===== src/rtl/std_fifo_pkg.sv =====
// Shared constants and helpers for the std_fifo block.
// Latency: n/a (compile-time constants and pure functions only).
// Backpressure: n/a.
package std_fifo_pkg;

  // Default word width in bits.
  localparam int DEF_DATA_WIDTH = 8;

  // Default capacity in words; must be a power of two, 2 or greater.
  localparam int DEF_DEPTH = 32;

  // Pointer width: address bits plus one wrap bit, so that a full FIFO
  // (pointers DEPTH apart) is distinguishable from an empty one.
  function automatic int ptr_width(input int depth);
    return $clog2(depth) + 1;
  endfunction

  // True when depth is a legal capacity (power of two, 2 or greater).
  function automatic bit depth_is_legal(input int depth);
    return (depth >= 2) && ((depth & (depth - 1)) == 0);
  endfunction

endpackage : std_fifo_pkg


===== src/rtl/std_fifo_ram.sv =====
// Simple dual-port storage for std_fifo: one write port, one registered read port.
// Latency: write lands at the clock edge; read data appears one cycle after i_re.
// Backpressure: none; the caller only issues accepted writes and reads.
module std_fifo_ram #(
  parameter int DATA_WIDTH = 8,
  parameter int ADDR_W     = 5
) (
  input  logic                  clk,
  input  logic                  rst_n,
  input  logic                  i_we,
  input  logic [ADDR_W-1:0]     i_waddr,
  input  logic [DATA_WIDTH-1:0] i_wdata,
  input  logic                  i_re,
  input  logic [ADDR_W-1:0]     i_raddr,
  output logic [DATA_WIDTH-1:0] o_rdata
);

  localparam int WORDS = 1 << ADDR_W;

  // Storage is intentionally left unreset: stale contents are never read
  // because the pointers gate every read.
  logic [DATA_WIDTH-1:0] r_mem [WORDS];
  logic [DATA_WIDTH-1:0] r_rdata;

  // Write port: store the word at the write address on an accepted write.
  always_ff @(posedge clk) begin
    if (i_we) begin
      r_mem[i_waddr] <= i_wdata;
    end
  end

  // Registered read port: cleared by reset, otherwise holds until the next read.
  always_ff @(posedge clk or negedge rst_n) begin
    if (!rst_n) begin
      r_rdata <= '0;
    end else if (i_re) begin
      r_rdata <= r_mem[i_raddr];
    end
  end

  assign o_rdata = r_rdata;

endmodule : std_fifo_ram


===== src/rtl/std_fifo.sv =====
// Synchronous single-clock FIFO with wrap-bit pointers; optional level output under STD_FIFO_LEVEL_EN.
// Latency: write visible in flags one cycle after the edge; rd_data registered, 1 cycle after accepted read.
// Backpressure: writes while full and reads while empty are silently dropped; no state changes.
module std_fifo
  import std_fifo_pkg::*;
#(
  parameter int DATA_WIDTH = DEF_DATA_WIDTH,
  parameter int DEPTH      = DEF_DEPTH
) (
  input  logic                  clk,
  input  logic                  rst_n,
  input  logic                  wr_en,
  input  logic [DATA_WIDTH-1:0] wr_data,
  output logic                  full,
  input  logic                  rd_en,
  output logic [DATA_WIDTH-1:0] rd_data,
  output logic                  empty
`ifdef STD_FIFO_LEVEL_EN
  ,
  output logic [ptr_width(DEPTH)-1:0] level
`endif
);

  // DEPTH must satisfy depth_is_legal(); the wrap-bit scheme relies on the
  // address field covering exactly DEPTH words.
  localparam int PTR_W  = ptr_width(DEPTH);
  localparam int ADDR_W = PTR_W - 1;
  localparam logic [PTR_W-1:0] PTR_ONE = 1;

  logic [PTR_W-1:0]  r_wr_ptr;
  logic [PTR_W-1:0]  r_rd_ptr;
  logic              w_wr_acc;
  logic              w_rd_acc;
  logic              w_empty;
  logic              w_full;
  logic [ADDR_W-1:0] w_wr_addr;
  logic [ADDR_W-1:0] w_rd_addr;

  assign w_wr_addr = r_wr_ptr[ADDR_W-1:0];
  assign w_rd_addr = r_rd_ptr[ADDR_W-1:0];

  // Flags come straight from the registered pointers, so they settle in the
  // cycle after whichever edge moved a pointer.
  always_comb begin
    w_empty = (r_wr_ptr == r_rd_ptr);
    w_full  = (r_wr_ptr[PTR_W-1] != r_rd_ptr[PTR_W-1]) &&
              (w_wr_addr == w_rd_addr);
  end

  // Acceptance uses the current flags only: a read never frees room for a
  // same-cycle write, and a write never supplies data for a same-cycle read.
  always_comb begin
    w_wr_acc = wr_en && !w_full;
    w_rd_acc = rd_en && !w_empty;
  end

  // Write pointer advances by one per accepted write, wrapping mod 2*DEPTH.
  always_ff @(posedge clk or negedge rst_n) begin
    if (!rst_n) begin
      r_wr_ptr <= '0;
    end else if (w_wr_acc) begin
      r_wr_ptr <= r_wr_ptr + PTR_ONE;
    end
  end

  // Read pointer advances by one per accepted read, wrapping mod 2*DEPTH.
  always_ff @(posedge clk or negedge rst_n) begin
    if (!rst_n) begin
      r_rd_ptr <= '0;
    end else if (w_rd_acc) begin
      r_rd_ptr <= r_rd_ptr + PTR_ONE;
    end
  end

  std_fifo_ram #(
    .DATA_WIDTH (DATA_WIDTH),
    .ADDR_W     (ADDR_W)
  ) u_ram (
    .clk     (clk),
    .rst_n   (rst_n),
    .i_we    (w_wr_acc),
    .i_waddr (w_wr_addr),
    .i_wdata (wr_data),
    .i_re    (w_rd_acc),
    .i_raddr (w_rd_addr),
    .o_rdata (rd_data)
  );

  assign empty = w_empty;
  assign full  = w_full;

`ifdef STD_FIFO_LEVEL_EN
  // Occupancy is the modular pointer difference; the wrap bit makes DEPTH
  // itself representable.
  assign level = r_wr_ptr - r_rd_ptr;
`endif

endmodule : std_fifo


===== config.mk =====
export PLATFORM = sky130hd
export DESIGN_NAME = std_fifo
export DESIGN_NICKNAME = d
export VERILOG_FILES = /design/src/rtl/std_fifo_pkg.sv /design/src/rtl/std_fifo_ram.sv /design/src/rtl/std_fifo.sv
export SDC_FILE = /design/constraint.sdc
export NUM_CORES = 1
export LEC_CHECK = 0
export ABC_AREA = 1
export CAP_MARGIN = 15
export CORE_MARGIN = 2
export CORE_UTILIZATION = 45
export DETAILED_ROUTE_END_ITERATION = 16
export DONT_BUFFER_PORTS = 1
export GPL_TIMING_DRIVEN = 0
export PLACE_DENSITY = 0.68
export SETUP_SLACK_MARGIN = 0.2
export SLEW_MARGIN = 10
export SYNTH_ARGS = -nofsm -noshare
export SYNTH_HDL_FRONTEND = slang
export SYNTH_SLANG_ARGS = --single-unit

===== constraint.sdc =====
create_clock -name clk -period 3.83 [get_ports clk]
set_clock_uncertainty 0.2 [all_clocks]
set_input_delay 0.383 -clock clk [delete_from_list [all_inputs] [get_ports clk]]
set_output_delay 0.383 -clock clk [all_outputs]
set_load 0.02 [all_outputs]

Yosys cells after proc, flatten, opt, wreduce, memory -nomap -nowiden. Memory sizes are Yosys's and may differ from the RTL's. A register that Yosys moved wholly into a read port is not among the register bits. Index checks and enable logic that the tools add are counted.

Register bits: 12. Latch bits: 0. RAM bits: 256. ROM bits: 0. Bits of input ports: 12. Logic and storage cells: 16. Memories kept: 1.

$add $sub $neg: 2. $mul: 0. Divide/modulo/power cells: 0. Order comparisons: 0. Eq/ne operators: 3. Shift operators: 0. Multiplexer cells: 2. Bitwise operators: 0. Reduce and logical (&&, ||, !) cells: 6.

Memory list: u_ram.r_mem (words 32, width 8, rd ports 1, clocked after Yosys merged registers in 1, wr ports 1, line std_fifo_ram.sv:22) `logic [DATA_WIDTH-1:0] r_mem [WORDS];`.

Operators by type and width (count): adder 6 x 1 -> 6 bit, second input constant (2); == test 6 bit (1); == test 5 bit (1); logical AND 1 bit (3); zero test 1 bit (3); two-way mux 1 bit (2); inequality test 1 bit (1).

Logic depth before layout (Yosys ltp).
Word-level depth: 6. Mapped depth: 12. Mapped depth without buffers: 10.

By module. A second synthesis with hierarchy kept.

Cells, all modules: 1029. Area, all modules: 11588.6 um2.

By module, submodules not included: std_fifo_ram (times used 1, cells an instance 924, area each 10765.3 um2, seq. area each 7887.6 um2); std_fifo (times used 1, cells an instance 105, area each 823.3 um2, seq. area each 300.3 um2).

Worst setup path after synthesis. Ideal clock, no wire load.

Path type: register -> register. Start point: reg r_wr_ptr[2]. End point: mem u_ram.r_mem[13][0], enable pin. Library setup time: 383 ps. Arrival: 1847 ps. Data required time: 3247 ps. Slack: 1400 ps. Stages on the path, launching flop included: 13. Path buffers: 3. Clock period less this slack: 2430 ps. Path through: dfrtp_1 buf_6 inv_2 nand2_1 nand2_1 nor2_2 nand2_1 nor2_2 nand2_2 nand2_2 buf_6 buf_8 nor3_1.

Longest elaborated chain between the ends: 6.

RTL lines: start: declaration (line std_fifo.sv:30) `logic [PTR_W-1:0] r_wr_ptr;`; start signal: assignment (line std_fifo.sv:62) `r_wr_ptr <= r_wr_ptr + PTR_ONE;`; == test 5 bit (line std_fifo.sv:47) `(w_wr_addr == w_rd_addr);`; logical AND 1 bit (line std_fifo.sv:46) `w_full = (r_wr_ptr[PTR_W-1] != r_rd_ptr[PTR_W-1]) &&`; zero test 1 bit (line std_fifo.sv:53) `w_wr_acc = wr_en && !w_full;`; logical AND 1 bit (line std_fifo.sv:53); two-way mux 1 bit (line std_fifo_ram.sv:27) `if (i_we) begin`; two-way mux 1 bit (implied by the code) (line std_fifo_ram.sv:28) `r_mem[i_waddr] <= i_wdata;`; end: declaration (line std_fifo_ram.sv:22).

Parallel ways exist; a longest one is shown, timed or not.

Worst setup path in the final report.
Start point: reg r_rd_ptr[3]. End point: mem u_ram.r_mem[25][5], enable pin.

Longest elaborated chain between the ends: 6.

RTL lines: start: declaration (line std_fifo.sv:31) `logic [PTR_W-1:0] r_rd_ptr;`; start signal: assignment (line std_fifo.sv:71) `r_rd_ptr <= r_rd_ptr + PTR_ONE;`; == test 5 bit (line std_fifo.sv:47); logical AND 1 bit (line std_fifo.sv:46); zero test 1 bit (line std_fifo.sv:53); logical AND 1 bit (line std_fifo.sv:53); two-way mux 1 bit (line std_fifo_ram.sv:27); two-way mux 1 bit (implied by the code) (line std_fifo_ram.sv:28).

No other way between the ends.

==> reports/qor.csv <==
stage,metric,value,unit
global_routing,grt-ovfl-total,0,
cells_and_area,fill_cells,2245,
clocking,post_cts_buffers,0,
global_routing,antenna_found_initial,1,
critical_path,cp.required,3.80,ns
route,wirelength,30300,um
critical_path,path_max_fanout,10,
floorplanning,die_h,167,um
power_and_ir_drop,sw_frac_of_total,0.383,
critical_path,worstSetupPathType,reg2reg,
clocking,cts_buffers,29,
clocking,insertion_delay,0.56,ns
clocking,ctsResizeCount,0,
sta,final.setup.tns,0,ns
global_routing,grt_first_pass_wirelength,45700,um
route,avgViaCountPerCell,5.34,
critical_path,crit_buf_inv,2,
cells_and_area,final_cells,1564,
placement,numPortBuffers,0,
sta,slew_headroom,0.209,
floorplanning,start_util,0.458,
route,drt_iter0_drc,934,
critical_path,cp-start-kind,flip-flop,
global_routing,track_usage,0.216,
cells_and_area,fin_area,13700,sq um
power_and_ir_drop,combinationalPowerShare,0.338,
route,drc,0,
critical_path,critPathTopFamily,simple AND/OR/NAND/NOR gates,
placement,gp_congestion,1.07,
global_routing,grt_max_degree,33,
critical_path,critPathArrivalTime,2.90,ns
status,status,completed,
power_and_ir_drop,clkPwrFrac,0.285,
cells_and_area,area_growth,14.4,%
yosys,ys_ff_latch,276,
sta,worst_pin_slew,1.18,ns
power_and_ir_drop,p_leak,5.53,nW
placement,hpwlAfterDp,19900,um
sta,setup_violations,0,
sta,fmax,341,MHz
yosys,synth.distinct_cells,27,
floorplanning,rows,59,
yosys,avgSynthCellArea,10.4,sq um
yosys,yosysSeqAreaShare,0.686,
clocking,h-tree-depth,1,
route,ant_nets,0,
power_and_ir_drop,p_sw,3.77,mW
clocking,path_clk_slew,0.06,ns
critical_path,path_cells,inv_4 > nand2_1 > nand2_1 > nor2_2 > nand2_1 > nor2_2 > nand2_2 > nand2_2 > buf_2 > nor3_1,
critical_path,rrSetupSlack,0.90,ns
critical_path,cp_slowest_cell,nor3_1,
sta,finalHoldViolCount,0,
clocking,cts.sink_count,276,
yosys,syn_nets,1165,
job,maxCapViolCount,0,
global_routing,grt_pass1_vias,7758,
floorplanning,chipWidth,167,um
yosys,synth_cells,1148,
yosys,yosysTopAreaCell,edfxtp_1,
yosys,synth.top_cell.area_share,0.644,
power_and_ir_drop,peakVddDrop,440,uV
yosys,yosys_warnings,0,
power_and_ir_drop,p_int,6.08,mW
cells_and_area,drive_above_1_share,0.0912,
cells_and_area,final_nets,1223,
clocking,cts_root_buf,clkbuf_16,
yosys,synth_area,11900,sq um
route,routedWlPerCell,19.4,um
clocking,cts_tree,done,
floorplanning,die_area,27900,sq um
critical_path,crit_top_cell,nand2_1,
critical_path,slowest_delay,0.93,ns
sta,fin_crit_sh,0.766,
clocking,clockBufferDepth,3,
min_path,min_path_type,in2async,
sta,rsz0062_at_grt,false,
yosys,synth.area.top_cells,"edfxtp_1, nand2_1, nand3_1, dfrtp_1, inv_1",
route,via_count,8345,
route,drtPass1Iterations,5,
power_and_ir_drop,powerDensity,721,nW/um^2
sta,report.final.slew_viol_count,0,
placement,dpl_cell_area,12400,sq um
critical_path,crit_path_end_kind,flip-flop,
sta,finalCriticalPeriod,2.93,ns
sta,hold_slack,0.287,ns
floorplanning,io_pins,22,
clocking,ctsHoldBuffers,19,
floorplanning,design.core.area,26100,sq um
power_and_ir_drop,p_seq_frac,0.377,
placement,dp.cells,1483,
==> cells by family after synthesis <==
kind of cell | share of synthesized area
adder cells (fa/ha/maj) | 0.00524
AND/OR/NAND/NOR | 0.226
AO/OA/AOI/OAI | 0.0132
buffers and inverters | 0.0629
XOR/XNOR | 0.00660
flip-flops | 0.686
==> worst register-to-register path: cells and delay by family, from the launching register on <==
kind          cells  cell delay, ns
simple gates      8            1.47
buf+inv           2            0.40
flops             1            0.47
==> final timing paths <==
path	start	endpoint	depth (start not counted)
setup / recovery	r_rd_ptr[3]	u_ram.r_mem[25][5]	10
hold / removal	rst_n	r_rd_ptr[1]	1
min in group clk	r_wr_ptr[5]	r_wr_ptr[5]	2
max in group asynchronous	rst_n	u_ram.o_rdata[4]	1
hold reg to reg	r_wr_ptr[5]	r_wr_ptr[5]	2
setup reg to reg	r_rd_ptr[3]	u_ram.r_mem[25][5]	10
==> per-layer routing <==
metal / up-vias / share of wire / track usage
met5: - / 0 / 0
met4: 0 / 0.030 / 0.0671
met3: 59 / 0.089 / 0.0349
met2: 372 / 0.46 / 0.344
met1: 3997 / 0.42 / 0.307
li1: 3917 / - / -
==> power by group through the flow <==
stage	clock network, mW	registers (mW)	logic (mW)
detailed placement	0	3.78	3.13
finish	2.81	3.71	3.33
CTS	2.83	3.72	3.24
floorplan	0	3.73	2.10
global placement	0	3.77	3.08
global route	2.95	3.73	3.63
==> flip-flops by register name (all words and copies together), names as in the netlist <==
register       count
r_wr_ptr           6
u_ram.r_mem      256
r_rd_ptr           6
u_ram.o_rdata      8
==> cell type report <==
cell class                      instances  area (sq um)  share of cell area
Clock inverter                         22           216              0.0159
Antenna cell                            1          2.50            0.000183
Clock buffer                           31           733              0.0537
Inverter                              124           468              0.0343
Timing Repair Buffer                   27           313              0.0229
Buffer                                 57           283              0.0207
Multi-Input combinational cell        691          3030               0.222
Tap cell                              335           419              0.0307
Sequential cell                       276          8190               0.600
==> cells in the final DEF (no fill, tap or decap), types with 2 or more instances in the layout <==
cell,synthesis,layout
nand3_1,164,164
nand2_1,390,390
buf_12,0,8
buf_1,8,8
xnor2_1,2,2
dfrtp_1,20,20
nand2_2,3,3
nor3_1,30,24
bufinv_16,0,4
clkbuf_1,14,16
clkbuf_16,0,29
buf_6,2,2
clkinv_1,6,15
nor2_2,2,2
nor2_1,53,53
clkinv_2,0,7
dlygate4sd3_1,0,11
a21oi_1,16,16
xor2_1,7,7
inv_1,113,113
inv_2,4,4
nor3_2,2,8
buf_2,31,38
ha_1,5,5
edfxtp_1,256,256
o21ai_0,14,14
==> metrics by stage <==
stage | util | setup slack [ns] | total power [mW]
2_1_floorplan | - | 1.40 | 5.83
3_3_place_gp | 0.474 | 0.918 | 6.85
3_5_place_dp | 0.474 | 0.800 | 6.91
4_1_cts | 0.521 | 0.789 | 9.79
5_1_grt | 0.524 | 0.763 | 10.3
6_report | 0.524 | 0.896 | 9.85
==> synth_stat cells (all sizes together) <==
library cell  number
clkbuf            14
inv              118
nor4               1
o31ai              1
clkinv             6
buf               43
nor2              55
xor2               7
xnor2              2
edfxtp           256
dfrtp             20
nand4              1
a21oi             16
ha                 5
o21ai             14
nand2            393
nand3            164
nor3              32
No activity file was read; power rests on OpenSTA's default activity.
